$ cat config.mk
export PLATFORM = sky130hd
export DESIGN_NAME = pos_seq_ctrl_flat
export DESIGN_NICKNAME = d
export VERILOG_FILES = /design/src/rtl/knn_pkg.sv /design/src/rtl/pos_seq_ctrl_if.sv /design/src/rtl/seq_div_const.sv /design/src/rtl/pos_seq_ctrl.sv /design/src/flat_wrapper.sv
export SDC_FILE = /design/constraint.sdc
export NUM_CORES = 1
export LEC_CHECK = 0
export CAP_MARGIN = 20
export CORE_UTILIZATION = 52
export DETAILED_ROUTE_END_ITERATION = 6
export GPL_TIMING_DRIVEN = 0
export PLACE_DENSITY = 0.8
export SYNTH_ARGS = -nofsm -noshare
export SYNTH_HDL_FRONTEND = slang
export SYNTH_SLANG_ARGS = --single-unit
$ cat constraint.sdc
create_clock -name clk -period 1.95 [get_ports clk]
set_input_delay 0.39 -clock clk [delete_from_list [all_inputs] [get_ports clk]]
set_output_delay 0.39 -clock clk [all_outputs]
set_load 0.005 [all_outputs]
$ cat src/rtl/knn_pkg.sv
// Shared k-NN definitions: default sizes, FSM state type and label field helpers.
// Used by the k-NN selector, pos_finder and the position-averaging sequencer.
package knn_pkg;

    localparam int LBL_LEN_DEF = 10;
    localparam int K_NUM_DEF   = 5;

    typedef enum logic [1:0] {
        COLLECT,
        DIV,
        OUT
    } state_t;

    // Accumulator width: must hold K_NUM copies of the largest half-label.
    function automatic int sum_w(input int lbl_len, input int k_num);
        return $clog2(((2 ** (lbl_len / 2)) - 1) * k_num);
    endfunction

    function automatic logic [15:0] lbl_x(input logic [31:0] lbl, input int lbl_len);
        logic [31:0] t;
        t = lbl >> (lbl_len / 2);
        return 16'(t & ((32'd1 << (lbl_len / 2)) - 32'd1));
    endfunction

    function automatic logic [15:0] lbl_y(input logic [31:0] lbl, input int lbl_len);
        return 16'(lbl & ((32'd1 << (lbl_len / 2)) - 32'd1));
    endfunction

endpackage

$ cat src/rtl/pos_seq_ctrl_if.sv
// Label input stream and averaged-coordinate output stream of pos_seq_ctrl.
interface pos_seq_ctrl_if #(
    parameter int LBL_LEN = 10
);
    logic                   in_valid;
    logic                   in_ready;
    logic [LBL_LEN-1:0]     in_lbl;
    logic                   out_valid;
    logic                   out_ready;
    logic [LBL_LEN/2-1:0]   out_x;
    logic [LBL_LEN/2-1:0]   out_y;

    modport master (
        output in_valid, in_lbl, out_ready,
        input  in_ready, out_valid, out_x, out_y
    );

    modport slave (
        input  in_valid, in_lbl, out_ready,
        output in_ready, out_valid, out_x, out_y
    );
endinterface

$ cat src/rtl/seq_div_const.sv
// Iterative restoring divider by a constant: one quotient bit per cycle, MSB first.
// The start cycle already performs the first step, so done follows SUM_W edges later.
module seq_div_const #(
    parameter int SUM_W   = 8,
    parameter int DIVISOR = 5,
    parameter int Q_W     = 5
) (
    input  logic             clk,
    input  logic             rst_n,
    input  logic             abort,
    input  logic             start,
    input  logic [SUM_W-1:0] dvd,
    output logic             done,
    output logic [Q_W-1:0]   quo
);
    localparam int DW   = $clog2(DIVISOR);
    localparam int CNTW = $clog2(SUM_W);

    logic [SUM_W-1:0] sh, src;
    logic [DW-1:0]    rem, rem_in;
    logic [DW:0]      trial;
    logic             ge, run;
    logic [CNTW-1:0]  steps, steps_nx;

    // sh shifts dividend bits out of the top while quotient bits enter at the bottom.
    always_comb begin
        run      = start || (steps != '0);
        src      = start ? dvd : sh;
        rem_in   = start ? '0 : rem;
        trial    = {rem_in, src[SUM_W-1]};
        ge       = trial >= (DW+1)'(DIVISOR);
        steps_nx = start ? CNTW'(SUM_W - 1) : steps - 1'b1;
    end

    always_ff @(posedge clk or negedge rst_n) begin
        if (!rst_n) begin
            sh    <= '0;
            rem   <= '0;
            steps <= '0;
            done  <= 1'b0;
        end else if (abort) begin
            sh    <= '0;
            rem   <= '0;
            steps <= '0;
            done  <= 1'b0;
        end else begin
            done <= 1'b0;
            if (run) begin
                sh    <= {src[SUM_W-2:0], ge};
                rem   <= ge ? DW'(trial - (DW+1)'(DIVISOR)) : trial[DW-1:0];
                steps <= steps_nx;
                done  <= (steps_nx == '0);
            end
        end
    end

    assign quo = sh[Q_W-1:0];

endmodule

$ cat src/rtl/pos_seq_ctrl.sv
// Framed k-NN position averager: collects K_NUM labels, divides the x/y sums by
// K_NUM with two lock-stepped iterative dividers and offers the result on a stream.
module pos_seq_ctrl
    import knn_pkg::*;
#(
    parameter int LBL_LEN = LBL_LEN_DEF,
    parameter int K_NUM   = K_NUM_DEF
) (
    input  logic               clk,
    input  logic               rst_n,
    input  logic               clear,
    pos_seq_ctrl_if.slave      bus,
    output logic               busy
);
    localparam int HALF  = LBL_LEN / 2;
    localparam int SUM_W = sum_w(LBL_LEN, K_NUM);
    localparam int CW    = $clog2(K_NUM);

    state_t            state;
    logic [SUM_W-1:0]  sum_x, sum_y;
    logic [CW-1:0]     cnt;
    logic              div_start;
    logic              done_x, done_y;
    logic [HALF-1:0]   quo_x, quo_y;
    logic [31:0]       lbl_w;

    assign lbl_w         = 32'(bus.in_lbl);
    assign bus.in_ready  = (state == COLLECT);
    assign bus.out_valid = (state == OUT);
    assign busy          = (state != COLLECT);

    always_ff @(posedge clk or negedge rst_n) begin
        if (!rst_n) begin
            state     <= COLLECT;
            sum_x     <= '0;
            sum_y     <= '0;
            cnt       <= '0;
            div_start <= 1'b0;
            bus.out_x <= '0;
            bus.out_y <= '0;
        end else if (clear) begin
            state     <= COLLECT;
            sum_x     <= '0;
            sum_y     <= '0;
            cnt       <= '0;
            div_start <= 1'b0;
        end else begin
            div_start <= 1'b0;
            case (state)
                COLLECT: begin
                    if (bus.in_valid) begin
                        sum_x <= sum_x + SUM_W'(lbl_x(lbl_w, LBL_LEN));
                        sum_y <= sum_y + SUM_W'(lbl_y(lbl_w, LBL_LEN));
                        if (cnt == CW'(K_NUM - 1)) begin
                            cnt       <= '0;
                            state     <= DIV;
                            div_start <= 1'b1;
                        end else begin
                            cnt <= cnt + 1'b1;
                        end
                    end
                end
                DIV: begin
                    if (done_x && done_y) begin
                        bus.out_x <= quo_x;
                        bus.out_y <= quo_y;
                        state     <= OUT;
                    end
                end
                OUT: begin
                    if (bus.out_ready) begin
                        sum_x <= '0;
                        sum_y <= '0;
                        state <= COLLECT;
                    end
                end
                default: state <= COLLECT;
            endcase
        end
    end

    // Both dividers share start/abort, so their done pulses coincide.
    seq_div_const #(.SUM_W(SUM_W), .DIVISOR(K_NUM), .Q_W(HALF)) u_div_x (
        .clk   (clk),
        .rst_n (rst_n),
        .abort (clear),
        .start (div_start),
        .dvd   (sum_x),
        .done  (done_x),
        .quo   (quo_x)
    );

    seq_div_const #(.SUM_W(SUM_W), .DIVISOR(K_NUM), .Q_W(HALF)) u_div_y (
        .clk   (clk),
        .rst_n (rst_n),
        .abort (clear),
        .start (div_start),
        .dvd   (sum_y),
        .done  (done_y),
        .quo   (quo_y)
    );

endmodule

$ cat src/flat_wrapper.sv
// flat-port wrapper written by rule: the top's interface ports become plain ports
module pos_seq_ctrl_flat import knn_pkg::*;
#(
    parameter int LBL_LEN = LBL_LEN_DEF,
    parameter int K_NUM   = K_NUM_DEF
)
  (clk, rst_n, clear, busy, bus_in_valid, bus_in_lbl, bus_out_ready, bus_in_ready, bus_out_valid, bus_out_x, bus_out_y);
  pos_seq_ctrl_if #(.LBL_LEN(LBL_LEN)) bus_i ();
  input  logic clk;
  input  logic rst_n;
  input  logic clear;
  output logic busy;
  input wire logic [$bits(bus_i.in_valid)-1:0] bus_in_valid;
  input wire logic [$bits(bus_i.in_lbl)-1:0] bus_in_lbl;
  input wire logic [$bits(bus_i.out_ready)-1:0] bus_out_ready;
  output wire logic [$bits(bus_i.in_ready)-1:0] bus_in_ready;
  output wire logic [$bits(bus_i.out_valid)-1:0] bus_out_valid;
  output wire logic [$bits(bus_i.out_x)-1:0] bus_out_x;
  output wire logic [$bits(bus_i.out_y)-1:0] bus_out_y;
  assign bus_i.in_valid = bus_in_valid;
  assign bus_i.in_lbl = bus_in_lbl;
  assign bus_i.out_ready = bus_out_ready;
  assign bus_in_ready = bus_i.in_ready;
  assign bus_out_valid = bus_i.out_valid;
  assign bus_out_x = bus_i.out_x;
  assign bus_out_y = bus_i.out_y;
  pos_seq_ctrl #(.LBL_LEN(LBL_LEN), .K_NUM(K_NUM)) u_core (.clk(clk), .rst_n(rst_n), .clear(clear), .bus(bus_i), .busy(busy));
endmodule
# Yosys cells after proc, flatten, opt, wreduce, memory -nomap -nowiden
# Index checks and enable logic that the tools add are counted.
# Widths: inputs -> output; s select.
dict set report word_totals {
  reg_bits 62
  input_bits 15
  elab_cells 95
}
dict set report classes {
  n_addsub 7
  magnitude_cmp 2
  eq_ne 7
  mux 45
  bitwise_logic 1
  n_reduce_logical 18
}
# op count
set ops {}
lappend ops {{$mux 8} 11}
lappend ops {{$mux 3} 18}
lappend ops {{$pmux 8 s2} 2}
lappend ops {{$add 8x5->8} 2}
lappend ops {{$mux 2} 5}
lappend ops {{$reduce_bool 2->1} 5}
lappend ops {{$reduce_bool 3->1} 3}
lappend ops {{$ge 4x3->1 const B} 2}
lappend ops {{$mux 1} 8}
lappend ops {{$logic_not 3->1} 2}
lappend ops {{$ne 3x2->1 const B} 2}
lappend ops {{$ne 3x3->1 const B} 2}
lappend ops {{$pmux 2 s3} 1}
lappend ops {{$reduce_and 3->1} 2}
lappend ops {{$sub 3x1->3 const B} 2}
lappend ops {{$sub 3x3->3 const B} 2}
lappend ops {{$reduce_and 4->1} 1}
lappend ops {{$add 3x1->3 const B} 1}
lappend ops {{$eq 3x3->1 const B} 1}
lappend ops {{$eq 2x1->1 const B} 1}
lappend ops {{$eq 2x2->1 const B} 1}
lappend ops {{$logic_not 2->1} 1}
lappend ops {{$logic_or 1x1->1} 2}
lappend ops {{$reduce_and 2->1} 1}
lappend ops {{2 further kinds} 2}

# Depth between registers and ports, before layout
# Gate-level depths: netlist of run 1.
dict set report logic_depth {
  depth_word 5
  ltp_mapped 9
}

# Hierarchy
# A second synthesis of run 1 with hierarchy kept.
dict set report unflattened {
  hier_cells 335
  hier_area_um2 3505.9
}
# mod n_inst cells_each area_per_inst_um2 seq_area_each_um2
set modules_own_cells {}
lappend modules_own_cells {pos_seq_ctrl 1 152 1739.2 800.8}
lappend modules_own_cells {{seq_div_const at u_core.u_div_y} 1 98 905.9 375.4}
lappend modules_own_cells {{seq_div_const at u_core.u_div_x} 1 85 860.8 375.4}

# Least setup slack after synthesis of run 1
# No wires, ideal clock.
dict set report synth_path {
  kind {register -> register}
  start {reg u_core.div_start}
  end {reg u_core.u_div_y.rem[1]}
  setup_time_ns 0.121
  t_arrival_ns 1.736
  required_ns 1.829
  path_slack_ns 0.093
  path_stages_with_launch 10
  path_buffers 1
  path_cell_list {dfrtp_1 > buf_2 > mux2i_1 > inv_1 > ha_1 > nand2b_1 > a21oi_1 > nor2_1 > mux2i_1 > a22o_1}
}
dict set report synth_between {
  elab_chain_len 5
  elab_cells_between_ends 9
  classes_between {add/sub: 1; order compare: 1; mux: 5; reduce/logical: 2}
}
# element line_no
set synth_rtl {}
lappend synth_rtl {{start: declaration} pos_seq_ctrl.sv:22} ;# logic div_start;
lappend synth_rtl {{start signal: assignment} pos_seq_ctrl.sv:38} ;# div_start <= 1'b0;
lappend synth_rtl {{start signal: assignment} pos_seq_ctrl.sv:46} ;# div_start <= 1'b0;
lappend synth_rtl {{start signal: assignment} pos_seq_ctrl.sv:48} ;# div_start <= 1'b0;
lappend synth_rtl {{$mux 8 or $mux 3 (tied branches)} {seq_div_const.sv:28, seq_div_const.sv:29}}
lappend synth_rtl {{$ge 4x3->1 or $sub 3x3->3 (tied branches)} {seq_div_const.sv:31, seq_div_const.sv:50}}
lappend synth_rtl {{$mux 3} seq_div_const.sv:50} ;# rem <= ge ? DW'(trial - (DW+1)'(DIVISOR)) : trial[DW-1:0];
lappend synth_rtl {{$mux 3} seq_div_const.sv:48} ;# if (run) begin
lappend synth_rtl {{$mux 3} seq_div_const.sv:41} ;# end else if (abort) begin
lappend synth_rtl {{end signal: assignment} seq_div_const.sv:50}
lappend synth_rtl {{end: declaration} seq_div_const.sv:20} ;# logic [DW-1:0] rem, rem_in;
# Parallel ways exist; a longest one is shown, timed or not. The select of a mux whose other input is x is not followed.
# A chain may end at the register's enable or synchronous reset.

# Final worst setup path of run 1
dict set report layout_path {
  start {in bus_in_lbl[5]}
  end {reg u_core.sum_x[6]}
}
dict set report layout_between {
  elab_chain_len 4
}
# element line_no
set layout_rtl {}
lappend layout_rtl {{start: declaration} flat_wrapper.sv:14} ;# input wire logic [$bits(bus_i.in_lbl)-1:0] bus_in_lbl;
lappend layout_rtl {{$add 8x5->8} pos_seq_ctrl.sv:52} ;# sum_x <= sum_x + SUM_W'(lbl_x(lbl_w, LBL_LEN));
lappend layout_rtl {{$mux 8} pos_seq_ctrl.sv:51} ;# if (bus.in_valid) begin
lappend layout_rtl {{$pmux 8 s2} pos_seq_ctrl.sv:49} ;# case (state)
lappend layout_rtl {{$mux 8} pos_seq_ctrl.sv:41} ;# end else if (clear) begin
lappend layout_rtl {{end signal: assignment} pos_seq_ctrl.sv:52}
lappend layout_rtl {{end: declaration} pos_seq_ctrl.sv:20} ;# logic [SUM_W-1:0] sum_x, sum_y;
# No other way between the ends. The select of a mux whose other input is x is not followed.

==> summary.md, run 1 <==
| Metric | Value |
|---|---|
| Outcome | `finished, final reports clean` |
| Drt first-iter violations | `between 80 and 90` |
| Worst EP arrival | `around 2100 ps` |
| Cells after DPL | `roughly 410` |
| Hold Path Class | `in2async` |
| Initial antenna violation count | `0` |
| Fmax | `0.528 GHz` |
| Leakage | `0.00186 uW` |
| Via count | `approximately 2,500` |
| R2R cell count | `9` |
| Fin crit period | `approximately 1900 ps` |
| Layout Cells excl Fill | `between 400 and 500` |
| Die Width | `between 80 and 90 um` |
| Reg2Reg Setup Slack | `80 ps` |
| Max-slew violation count | `0` |
| TritonRoute pass-1 iters | `4` |
| DIE AREA | `approximately 0.0067 mm^2` |
| Largest family of logic cells by synthesized area | `compound AO/OA/AOI/OAI gates` |
| Worst-margin pin slew | `between 700 and 800 ps` |
| Syn Nets | `344` |
| Total GRT Usage | `roughly a quarter` |
| Die H | `just over 80 um` |
| Dpl hpwl | `a little under 5 mm` |
| Worst Path Max Fanout | `2` |
| CTS buffer count | `9` |
| Starting density of the core | `around 55%` |
| Grt total ovfl | `0` |
| Worst flop-to-flop path startpoint | `u_core.div_start` |
| Mux share of post-synthesis cell area | `between 10% and 20%` |
| Worst rel slew slack | `51.8%` |
| Most frequent cells in the layout | `dfrtp_1 (60), nand2_1 (32), clkdlybuf4s50_1 (25)` |
| Filler Cells Inserted | `roughly 470` |
| Share of cells above drive strength 1 | `roughly a fifth` |
| Syn Inst Count | `a little over 300` |
| DR WL/cell | `approximately 17 um` |
| Max cap viols | `0` |
| Clock buffer depth | `2` |
| Period utilization | `97.2%` |
| Reg2reg end | `u_core.u_div_x.rem[1]` |
| Post-Synth XOR/XNOR Area | `2.62%` |
| CTS tree | `built` |
| Root buffer cell | `clkbuf_8` |
| Synth Area in Compound Gates | `around 17%` |
| Seq/Total Area, Yosys | `between 40 and 50%` |
| DRC violations left | `0` |
| Final hold vios | `0` |
| Synth Area in Simple Gates | `around 11%` |
| Syn avg cell area | `about 11 um^2` |
| Element type at the critical path start | `input pin` |
| Avg Vias per Cell | `5.87` |
| Pin count of the biggest net entering global routing | `33` |
| First-pass GRT wire length | `between 10 and 15 mm` |
| Warnings from Yosys | `0` |
| Mapped Area | `about 0.0033 mm^2` |
| Setup TNS Final | `0 ps` |
| Post-synthesis adder-cell area fraction | `under 10%` |
| DRT antenna net count | `0` |
| Pwr Density | `~850 mW/mm^2` |
| CTS Sinks | `62` |
| Skew final | `around 9.4 ps` |
| Core area | `~0.0061 mm^2` |
| #FFs+latches synth | `62` |
| GPL Wtd Cong | `approximately 0.81` |
| Worst path required time | `between 2000 and 2500 ps` |
| Number of placed I/O pins | `28` |
| Clk_lat worst skew | `around 350 ps` |
| Vias in the first global route | `around 2,500` |
| Cts hold-fix bufs | `0` |
| Commonest non-fill, non-tap cell in the layout | `dfrtp_1` |
| H-tree depth | `3` |
| Worst setup EP type | `flop` |
| # rows | `28` |
| NumNets Final | `around 390` |
| P&R area growth vs syn | `20.8%` |
| Number of port buffers | `26` |
| Number of library cell types mapped by synthesis | `40` |
| CP Class | `in2reg` |
| Worst-path clk slew | `70 ps` |
| Final setup viols | `0` |
| Antenna diode count | `0` |
| WL final | `~7.2 mm` |
| Peak VDD IR | `~0.89 mV` |
-- power by group --
part | total [uW] | leakage, uW | internal [uW] | switching, uW
logic | 857 | 0.000908 | 360 | 497
clock network | 1110 | 0.000102 | 608 | 501
registers | 1470 | 0.000847 | 1380 | 85.9
-- critical path: stages --
cell	delay [ps]
clkdlybuf4s50_1	410
ha_1	230
fa_1	420
a21oi_2	160
o21ai_0	150
nand3_1	130
xor2_1	180
nor2_1	60
-- kinds of logic (layout without fill, tap and decap cells) --
kind of cell	after synthesis	after routing
and+or+nand+nor	79	79
AOI/OAI and AO/OA	79	79
xor gates and xnor gates	10	10
adders and majority gates	22	22
DFF	62	62
buffers and inverters	25	73
muxes	30	30
-- how the worst max path moves through the flow --
| stage | end | from | cells after the start |
|---|---|---|---|
| 6_report | u_core.sum_x[6] | bus_in_lbl[5] | 8 |
| 5_1_grt | u_core.sum_x[6] | u_core.sum_x[0] | 7 |
| 3_3_place_gp | u_core.cnt[0] | rst_n | 1 |
| 2_1_floorplan | u_core.u_div_y.rem[1] | u_core.div_start | 9 |
| 4_1_cts | bus_out_valid | u_core.state[1] | 2 |
| 3_5_place_dp | u_core.sum_x[7] | bus_in_lbl[8] | 7 |
-- stage by stage --
step | utilization [%] | cell area, um^2 | power (uW) | setup WS [ps] | hold WS, ps
2_1_floorplan | - | 3340 | 2100 | 93.4 | 94.4
3_3_place_gp | 60.9 | 3690 | 2280 | -1520 | 460
3_5_place_dp | 61.2 | 3710 | 2320 | -258 | 470
4_1_cts | 65.0 | 3940 | 3440 | -8.68 | 109
5_1_grt | 66.6 | 4040 | 3630 | -19.0 | 153
6_report | 66.6 | 4040 | 3430 | 55.5 | 95.3
-- state kept, by name, summed over array words and instances (netlist names) --
register / cells
u_core.bus.out_x: 5
u_core.state: 2
u_core.u_div_y.sh: 8
u_core.bus.out_y: 5
u_core.u_div_x.rem: 3
u_core.u_div_y.rem: 3
u_core.div_start: 1
u_core.u_div_x.sh: 8
u_core.u_div_y.steps: 3
u_core.sum_x: 8
u_core.u_div_y.done: 1
u_core.u_div_x.steps: 3
u_core.cnt: 3
u_core.u_div_x.done: 1
u_core.sum_y: 8
-- cell type report --
cell class / count / area (um^2) / area share, %
clock inverter: 5 / 50.0 / 1.24
buffer: 13 / 101 / 2.51
clock buffer: 10 / 138 / 3.41
inverter: 12 / 48.8 / 1.21
multi-input combinational: 220 / 1730 / 42.9
timing repair buffer: 33 / 320 / 7.94
sequential: 62 / 1550 / 38.5
tap: 75 / 93.8 / 2.33
-- timing repair --
item                       4_1_cts  5_1_grt
setup endpoints to repair        9        8
setup buffers                    0        6
pin swaps                        0        1
resized for setup               10       12
cloned                           0        0
hold endpoints to repair         0        0
-- layer usage --
layer | global-route usage [%] | share of wire, % | up-vias
met5 | 0 | 0 | -
met4 | 11.4 | 3.0 | 0
met3 | 7.69 | 4.9 | 21
met2 | 37.9 | 48 | 68
met1 | 30.1 | 44 | 1246
li1 | - | - | 1191
-- synthesized netlist by cell type (all sizes together) --
library cell   n  area [um^2]
nor2b          1         6.26
a211oi         2         15.0
a21oi         23          115
clkbuf         3         11.3
nand4          1         6.26
nor2          19         81.3
o21bai         3         26.3
or3b           1         8.76
ha            20          250
or2            4         25.0
mux2          10          146
nand2b         4         25.0
xnor2          4         35.0
o211ai         4         30.0
a22o          14          123
nor3           5         25.0
dfrtp         62         1550
xor2           6         52.6
nand4b         1         8.76
o21ba          2         26.3
mux2i         20          200
buf           10         75.1
a21o           4         30.0
fa             2         40.0
o31ai         14          105
o21ai          9         45.0
o41ai          2         17.5
nand2         32          120
or4            4         30.0
nor3b          1         7.51
inv           12         45.0
nand3          6         30.0
o22ai          2         25.0
Note: power is estimated with default switching activity, not from simulation.
==> inputs of run 2 (changes only) <==
- CORE_UTILIZATION: 52 -> 46
- PLACE_DENSITY: 0.8 -> 0.72
==> run 2 against run 1 <==
Against the previous run: hold slack worse by 68 ps; count of clock-buffer cells in the layout unchanged; highest routed layer unchanged; total power is 4.0% lower; sequential power about the same; flip-flop and latch count stayed put; via count decreased by 3.6%; final cell count rose by 4.2%.
==> summary.md, run 2 (same netlist as run 1, synthesis figures left out) <==
| Metric | Value |
|---|---|
| Switching share of power | `32.6% (was 31.6%)` |
| Peak VDD IR | `0.467 mV (was 0.885 mV)` |
| Crit path buffers/inverters | `1 (unchanged)` |
| Antenna diode count | `0 (unchanged)` |
| DR WL/cell | `15.2 um (was 16.8 um)` |
| Number of placed I/O pins | `28 (unchanged)` |
| CP max stage delay | `520 ps (was 420 ps)` |
| CTS buffer count | `9 (unchanged)` |
| Core area | `0.00691 mm^2 (was 0.00606 mm^2)` |
| Dpl hpwl | `4.88 mm (was 4.86 mm)` |
| Worst EP arrival | `1500 ps (was 2130 ps)` |
| GPL Wtd Cong | `0.765 (was 0.807)` |
| Delay-heaviest family, CP | `buffers and inverters (was adder cells)` |
| CTS Sinks | `62 (unchanged)` |
| First-pass GRT wire length | `11.5 mm (was 11.8 mm)` |
| Outcome | `finished, final reports clean (unchanged)` |
| Max cap viols | `0 (unchanged)` |
| Root buffer cell | `clkbuf_8 (unchanged)` |
| P_sw | `1080 uW (about the same)` |
| Vias in the first global route | `2,409 (was 2,479)` |
| Setup TNS Final | `0 ps (unchanged)` |
| Skew final | `4.20 ps (was 9.43 ps)` |
| Grt total ovfl | `0 (unchanged)` |
| P&R area growth vs syn | `19.9% (was 20.8%)` |
| Pwr Density | `823 mW/mm^2 (was 851 mW/mm^2)` |
| Element type at the critical path start | `flop (was input pin)` |
| Hold Path Class | `in2async (unchanged)` |
| Worst-margin pin slew | `607 ps (was 722 ps)` |
| Drt first-iter violations | `158 (was 86)` |
| Fin crit period | `1890 ps (about the same)` |
| Worst rel slew slack | `59.6% (was 51.8%)` |
| CTS tree | `built (unchanged)` |
| Leakage | `0.00182 uW (was 0.00186 uW)` |
| Die H | `87.2 um (was 82.1 um)` |
| WL final | `6.82 mm (was 7.24 mm)` |
| Clk_lat worst skew | `340 ps (was 350 ps)` |
| Commonest non-fill, non-tap cell in the layout | `dfrtp_1 (unchanged)` |
| Critical path, cell by cell | `nor2b_4 -> clkdlybuf4s50_1 (was clkdlybuf4s50_1 -> ha_1 -> fa_1 -> a21oi_2 -> o21ai_0 -> nand3_1 -> xor2_1 -> nor2_1)` |
| Total GRT Usage | `20.2% (was 24.1%)` |
| Share of cells above drive strength 1 | `17.9% (was 18.9%)` |
| Flop pwr share | `44.3% (was 42.7%)` |
| RSZ-0062 raised after global routing | `true` |
| H-tree depth | `3 (unchanged)` |
| Cts hold-fix bufs | `0 (unchanged)` |
| Fmax | `0.529 GHz (was 0.528 GHz)` |
| DIE AREA | `0.00760 mm^2 (was 0.00675 mm^2)` |
| WHS | `27.2 ps (was 95.3 ps)` |
| TritonRoute pass-1 iters | `4 (unchanged)` |
| NumNets Final | `384 (was 388)` |
| Max-slew violation count | `0 (unchanged)` |
| Final setup viols | `0 (unchanged)` |
| Post-route cell area | `0.00401 mm^2 (was 0.00404 mm^2)` |
| CP Class | `reg2out (was in2reg)` |
| Crit-path slowest cell | `clkdlybuf4s50_1 (was fa_1)` |
| Most frequent cells in the layout | `dfrtp_1 (60), nand2_1 (32), clkdlybuf4s50_1 (25) (unchanged)` |
| Worst Path Max Fanout | `5 (was 2)` |
| Final hold vios | `0 (unchanged)` |
| DRC violations left | `0 (unchanged)` |
| Number of port buffers | `26 (unchanged)` |
| Pin count of the biggest net entering global routing | `42 (was 33)` |
| Avg Vias per Cell | `5.44 (was 5.87)` |
| Placed Instance Area | `0.00373 mm^2 (was 0.00371 mm^2)` |
| Worst setup EP type | `primary output (was flop)` |
| Starting density of the core | `48.4% (was 55.1%)` |
| Worst-path clk slew | `70 ps (about the same)` |
| Via count | `2,436 (was 2,526)` |
| Die Width | `87.2 um (was 82.1 um)` |
| Clock power frac | `30.2% (was 32.3%)` |
| Int Pwr | `2220 uW (was 2350 uW)` |
| DRT antenna net count | `0 (unchanged)` |
| Initial antenna violation count | `0 (unchanged)` |
| Period utilization | `97.0% (was 97.2%)` |
| Clock buffer depth | `2 (unchanged)` |
| Worst path required time | `1560 ps (was 2180 ps)` |
| Comb pwr share | `25.4% (was 25.0%)` |
| # rows | `30 (was 28)` |
## run 2: cell types whose count changed in the layout (fill, tap and decap cells not counted), sizes merged
cell	delta
buf	-4
bufinv	-1
clkinvlp	+3
clkinv	-1
## run 2: worst paths after layout
check                                           from               endpoint  slack [ps]  depth (start not counted)
worst min register to register  u_core.u_div_x.sh[5]   u_core.u_div_x.sh[5]         480                          2
worst max register to register      u_core.div_start  u_core.u_div_y.rem[0]          80                          9
max in group asynchronous                      rst_n   u_core.u_div_x.sh[4]        1320                          2
min in group clk                               clear       u_core.div_start         260                          2
worst max-delay path                 u_core.state[0]          bus_out_valid          60                          2
worst min-delay path                           rst_n  u_core.u_div_y.rem[2]          30                          1
## run 2: timing repair
item,CTS,global route
gates cloned,0,0
hold endpoints to repair,0,0
resized for setup,8,13
pin swaps,0,0
setup endpoints to repair,8,7
buffers inserted,0,2
## run 2: stage by stage
stage               worst slack [ps]  instances  util [%]  total power, uW
floorplan                       93.4        307         -             2100
global placement               -1550        429      53.9             2290
detailed placement              -295        430      54.1             2320
CTS                             6.09        446      57.1             3320
global route                   -6.61        448      58.0             3510
finish                          58.3        448      58.0             3300
## run 2: layout make-up
class / count / area, um^2
fillers: 621 / 2900
multi-input cells: 220 / 1720
well taps: 96 / 120
repair buffers: 29 / 290
plain buffers: 13 / 101
clock buffers: 10 / 138
flip-flops and latches: 62 / 1550
clock inverters: 6 / 37.5
inverters: 12 / 48.8
## run 2: worst reg2reg max path: cells and delay by family (launching register included)
family / cells / cell delay, ps
AOI/OAI and AO/OA: 2 / 350
xor gates and xnor gates: 1 / 130
adders and majority gates: 1 / 180
buffers and inverters: 2 / 230
DFF: 1 / 390
muxes: 1 / 260
and+or+nand+nor: 2 / 220
## run 2: routing by layer
layer  part of all wire, %  vias to the layer above  global-route usage [%]
met5                     0                        -                       0
met4                  0.86                        0                    5.07
met3                   4.1                        8                    6.07
met2                    49                       43                    33.5
met1                    46                     1194                    26.1
li1                      -                     1191                       -
## run 2: power groups by stage
stage	Sequential, uW	Clock (uW)	Combinational, uW
after floorplan	1460	0	641
after global placement	1480	0	808
after detailed placement	1480	0	839
after CTS	1460	1020	844
after global routing	1480	1080	955
final	1460	996	839
==> patch 1 (config.mk and constraints of run 1) <==
Make the reset (`rst_n`) synchronous in 2 clocked blocks.
--- a/src/rtl/seq_div_const.sv
+++ b/src/rtl/seq_div_const.sv
@@ -33,5 +33,5 @@
     end
 
-    always_ff @(posedge clk or negedge rst_n) begin
+    always_ff @(posedge clk) begin
         if (!rst_n) begin
             sh    <= '0;
--- a/src/rtl/pos_seq_ctrl.sv
+++ b/src/rtl/pos_seq_ctrl.sv
@@ -30,5 +30,5 @@
     assign busy          = (state != COLLECT);
 
-    always_ff @(posedge clk or negedge rst_n) begin
+    always_ff @(posedge clk) begin
         if (!rst_n) begin
             state     <= COLLECT;
Formal check against the unedited RTL: differs if rst_n is asserted again (counterexample within 10 cycles, from zero or initial values and one cycle with rst_n low); with rst_n held inactive, the same outputs for 10 cycles.
==> patch 1 against run 1 <==
Fmax down 3.2%; largest cell class unchanged; synthesized area decreased by 6.2%; global-route usage increased by 0.41 points; core utilization increased by 1.6 points; sequential cell count stayed put; routed wire length rose by 0.88%; via count increased by 7.7%; die area down 6.1%; final area is 4.7% lower; the run now ends with setup timing left; worst setup slack got worse by 0.062 ns.
Power is not compared: it rests on default switching activity, and its combinational part moved more than twofold at a synthesized area within 25%.
==> patch 1: results (changes against run 1) <==
outcome: complete, but fails checks
failing checks: setup timing
clk_lat worst skew: 0.33 ns (-0.02 ns)
Final Cell Area: 3850 sq um (-4.7%)
gr usage total: 24.5% (+0.41 points)
fill count: 427 (-9.9%)
Worst EP arrival: 2.22 ns (+0.09 ns)
Synth Instances: 345 (+12%)
final worst setup slack: -0.00617 ns (-0.0617 ns)
first-pass GRT wire length: 11700 um (-0.35%)
Slowest-stage cell, CP: fa_2
worst r2r src: u_core.div_start
top post-synthesis cells by area: dfxtp_1 (40%), mux2i_1 (11%), ha_1 (8.0%)
GP Congestion: 0.799 (-1.0%)
reg2reg end: u_core.u_div_y.rem[0]
buffers added on ports: 27 (+3.8%)
Worst Tran Pin Value: 0.579 ns (-0.144 ns)
Crit Path Max Fanout: 3 (+1)
nets: 430 (+11%)
via count: 2721 (+7.7%)
mean routed wirelength per cell: 15.6 um (-7.5%)
placed cells: 444 (+8.6%)
Detailed Route Iter0 Violations: 115 (+34%)
share of cells above drive strength 1: 14.4% (-4.5 points)
final number of setup-violating endpoints: 1 (+1)
pre-CTS WS: -0.399 ns (-0.141 ns)
sequential fraction of the synthesis area: 39.6% (-6.8 points)
Post-Route Skew: 0.00740 ns (-0.00203 ns)
Setup TNS: -0.00617 ns (-0.00617 ns)
-- patch 1: cells by family after synthesis --
group / share of synthesized area [%]
AND/OR/NAND/NOR: 18.6
AO/OA/AOI/OAI: 17.1
flip-flops: 39.6
multiplexers: 10.5
buffers and inverters: 3.72
adder cells (fa/ha/maj): 9.27
XOR/XNOR: 1.12
-- patch 1: worst max-delay path by stage --
stage,start,end,cells past startpoint
detailed placement,bus_in_lbl[0],u_core.sum_y[6],7
CTS,u_core.div_start,u_core.u_div_y.rem[1],9
global route,bus_in_lbl[7],u_core.sum_x[7],6
floorplan,u_core.div_start,u_core.u_div_y.rem[1],10
global placement,bus_in_lbl[0],u_core.sum_y[6],7
finish,bus_in_lbl[0],u_core.sum_y[6],7
-- patch 1: worst min-delay path, delay by kind of cell, from the launching register on --
family / cells / cell delay [ns]
DFF: 1 / 0.33
and+or+nand+nor: 1 / 0.06
AOI/OAI and AO/OA: 1 / 0.05
-- patch 1: final cells by class --
type	count	area [sq um]	area share, %
Tap cell	72	90.1	2.34
Clock buffer	13	139	3.61
Buffer	17	95.1	2.47
Sequential cell	62	1250	32.4
Timing Repair Buffer	39	363	9.43
Multi-Input combinational cell	254	1860	48.5
Clock inverter	2	10.0	0.260
Inverter	10	37.5	0.976
-- patch 1: per-stage QoR --
| stage | util (%) | hold WS (ns) |
|---|---|---|
| 2_1_floorplan | - | 0.443 |
| 3_3_place_gp | 62.3 | 0.462 |
| 3_5_place_dp | 62.3 | 0.472 |
| 4_1_cts | 65.2 | 0.481 |
| 5_1_grt | 68.2 | 0.519 |
| 6_report | 68.2 | 0.478 |
-- patch 1: routing by layer --
metal,wire [um],up-vias,global-route usage (%)
met5,0,-,0
met4,90,0,8.73
met3,233,8,5.60
met2,3620,60,41.0
met1,3360,1310,30.7
li1,-,1343,-
==> patch 2 (flow settings as in run 1) <==
Without the edit above. Set the package constant `LBL_LEN_DEF` to 20 (it was 10).
--- a/src/rtl/knn_pkg.sv
+++ b/src/rtl/knn_pkg.sv
@@ -3,5 +3,5 @@
 package knn_pkg;
 
-    localparam int LBL_LEN_DEF = 10;
+    localparam int LBL_LEN_DEF = 20;
     localparam int K_NUM_DEF   = 5;
 
Interface: changed (resized bus_in_lbl, bus_out_x and bus_out_y); port bits go from 28 to 48. No check against the original RTL was run, so the function may have changed too.
==> patch 2 against run 1 <==
Worst setup slack worse by 0.15 ns; final area is 64% higher; largest power group is now combinational cells; power is 98% higher; register-to-register slack worse by 0.17 ns; first-iteration DRC count increased to 3.5 times the old value; the run now ends with setup timing left; non-clock buffer count rose by 43; via count rose by 74%; clock power increased by 21%; synthesized cell count up 71%; routed wire length grew 86%; synthesized area increased by 57%; critical path depth increased by 1; sequential cell count rose by 32.
==> patch 2: results (changes against run 1) <==
clk buf depth: 2 (unchanged)
leakage: 2.90 nW (+56%)
Synth Area in XOR/XNOR: 2.68% (+0.054 points)
clk_lat worst skew: 0.36 ns
Largest stage delay, worst path: 0.38 ns (-0.04 ns)
fill count: 713 (+50%)
final worst setup slack: -0.0930 ns (-0.149 ns)
Detailed Route Iter0 Violations: 297 (+250%)
final number of setup-violating endpoints: 3 (+3)
first-pass GRT wire length: 20600 um (+75%)
multiplexer area fraction after synthesis: 9.84% (-0.53 points)
Post-DP Area: 5910 sq um (+59%)
R2R depth: 9 (unchanged)
asr flop ratio synth: 100% (unchanged)
syn_nets: 583 (+69%)
Avg Synthesized Cell Area: 9.95 sq um (-8.5%)
Hold Crit Class: in2async
first drt pass iteration count: 5 (+1)
nets: 658 (+70%)
failing checks: setup timing
GP Congestion: 0.899 (+11%)
share of cells above drive strength 1: 22.4% (+3.6 points)
DP Wirelength: 9070 um (+87%)
CTS HTree Levels: 3 (unchanged)
sequential fraction of the synthesis area: 44.9% (-1.5 points)
post-route insts no fill: 739 (+72%)
Worst EP arrival: 2.28 ns (+0.15 ns)
Max rail drop VDD: 0.502 mV (-43%)
Post-Synth Adder-Cell Area: 7.93% (-0.76 points)
Worst Tran Pin Value: 0.828 ns (+0.105 ns)
Slowest-stage cell, CP: dfrtp_1
top post-synthesis cells by area: dfrtp_1 (45%), ha_1 (7.2%), mux2i_1 (5.5%)
root buf cell: clkbuf_8
buffers added on ports: 46 (+77%)
Post-Route Skew: 0.0145 ns (+0.00511 ns)
number of inserted diodes: 0 (unchanged)
Yosys cell types: 55 (+38%)
mean routed wirelength per cell: 18.2 um (+8.1%)
pre-CTS WS: -0.783 ns (-0.524 ns)
Synth top cells by count: dfrtp_1 (94), nor2_1 (55), nand2_1 (47), a21oi_1 (36), ha_1 (30)
via count: 4407 (+74%)
placed cells: 706 (+73%)
largest net degree at the start of global routing: 51 (+55%)
number of global-route vias before repair: 4320 (+74%)
Max Transition Viols Final: 0 (unchanged)
clk slew on worst S/H paths: 0.10 ns (+0.03 ns)
Setup TNS: -0.181 ns (-0.181 ns)
Compound-Gate Fraction of Synth Area: 15.2% (-1.5 points)
delay-heaviest family, CP: compound AO/OA/AOI/OAI gates
gr usage total: 25.7% (+1.6 points)
main flop type after synthesis: dfrtp_1
outcome: complete, but fails checks
Crit Path Max Fanout: 5 (+3)
[patch 2: final timing paths]
path	start	end	slack, ns
hold / removal	rst_n	u_core.bus.out_x[3]	0.04
max in group asynchronous	rst_n	u_core.bus.out_y[1]	1.25
min in group clk	u_core.bus.out_y[9]	u_core.bus.out_y[9]	0.51
hold reg to reg	u_core.bus.out_y[9]	u_core.bus.out_y[9]	0.51
setup reg to reg	u_core.div_start	u_core.u_div_y.rem[1]	-0.09
setup / recovery	u_core.div_start	u_core.u_div_y.rem[1]	-0.09
[patch 2: layer usage]
layer / vias up / global-route usage [%] / share of wire (%)
li1: 2058 / - / -
met4: 0 / 10.2 / 2.3
met5: - / 0 / 0
met2: 139 / 41.3 / 50
met3: 30 / 4.38 / 5.0
met1: 2180 / 34.9 / 43
[patch 2: where the power goes]
part           total (mW)  leakage (nW)  internal, mW  switching [mW]
registers            2.65          1.27          2.29           0.361
clock network        1.34         0.106         0.658           0.681
logic                2.81          1.53          1.22            1.59
[patch 2: final cells by class]
| class | count | area (sq um) | area share (%) |
|---|---|---|---|
| multi-input cells | 390 | 3080 | 46.4 |
| flip-flops and latches | 94 | 2350 | 35.5 |
| repair buffers | 64 | 611 | 9.20 |
| well taps | 133 | 166 | 2.51 |
| clock buffers | 12 | 155 | 2.34 |
| plain buffers | 25 | 155 | 2.34 |
| inverters | 17 | 68.8 | 1.04 |
| clock inverters | 4 | 45.0 | 0.679 |
[patch 2: what timing repair did]
| action | in CTS | in global routing |
|---|---|---|
| pin swaps | 12 | 21 |
| endpoints found under the setup margin | 24 | 53 |
| gates cloned | 0 | 1 |
| buffers inserted | 12 | 4 |
| gates resized for setup | 32 | 69 |
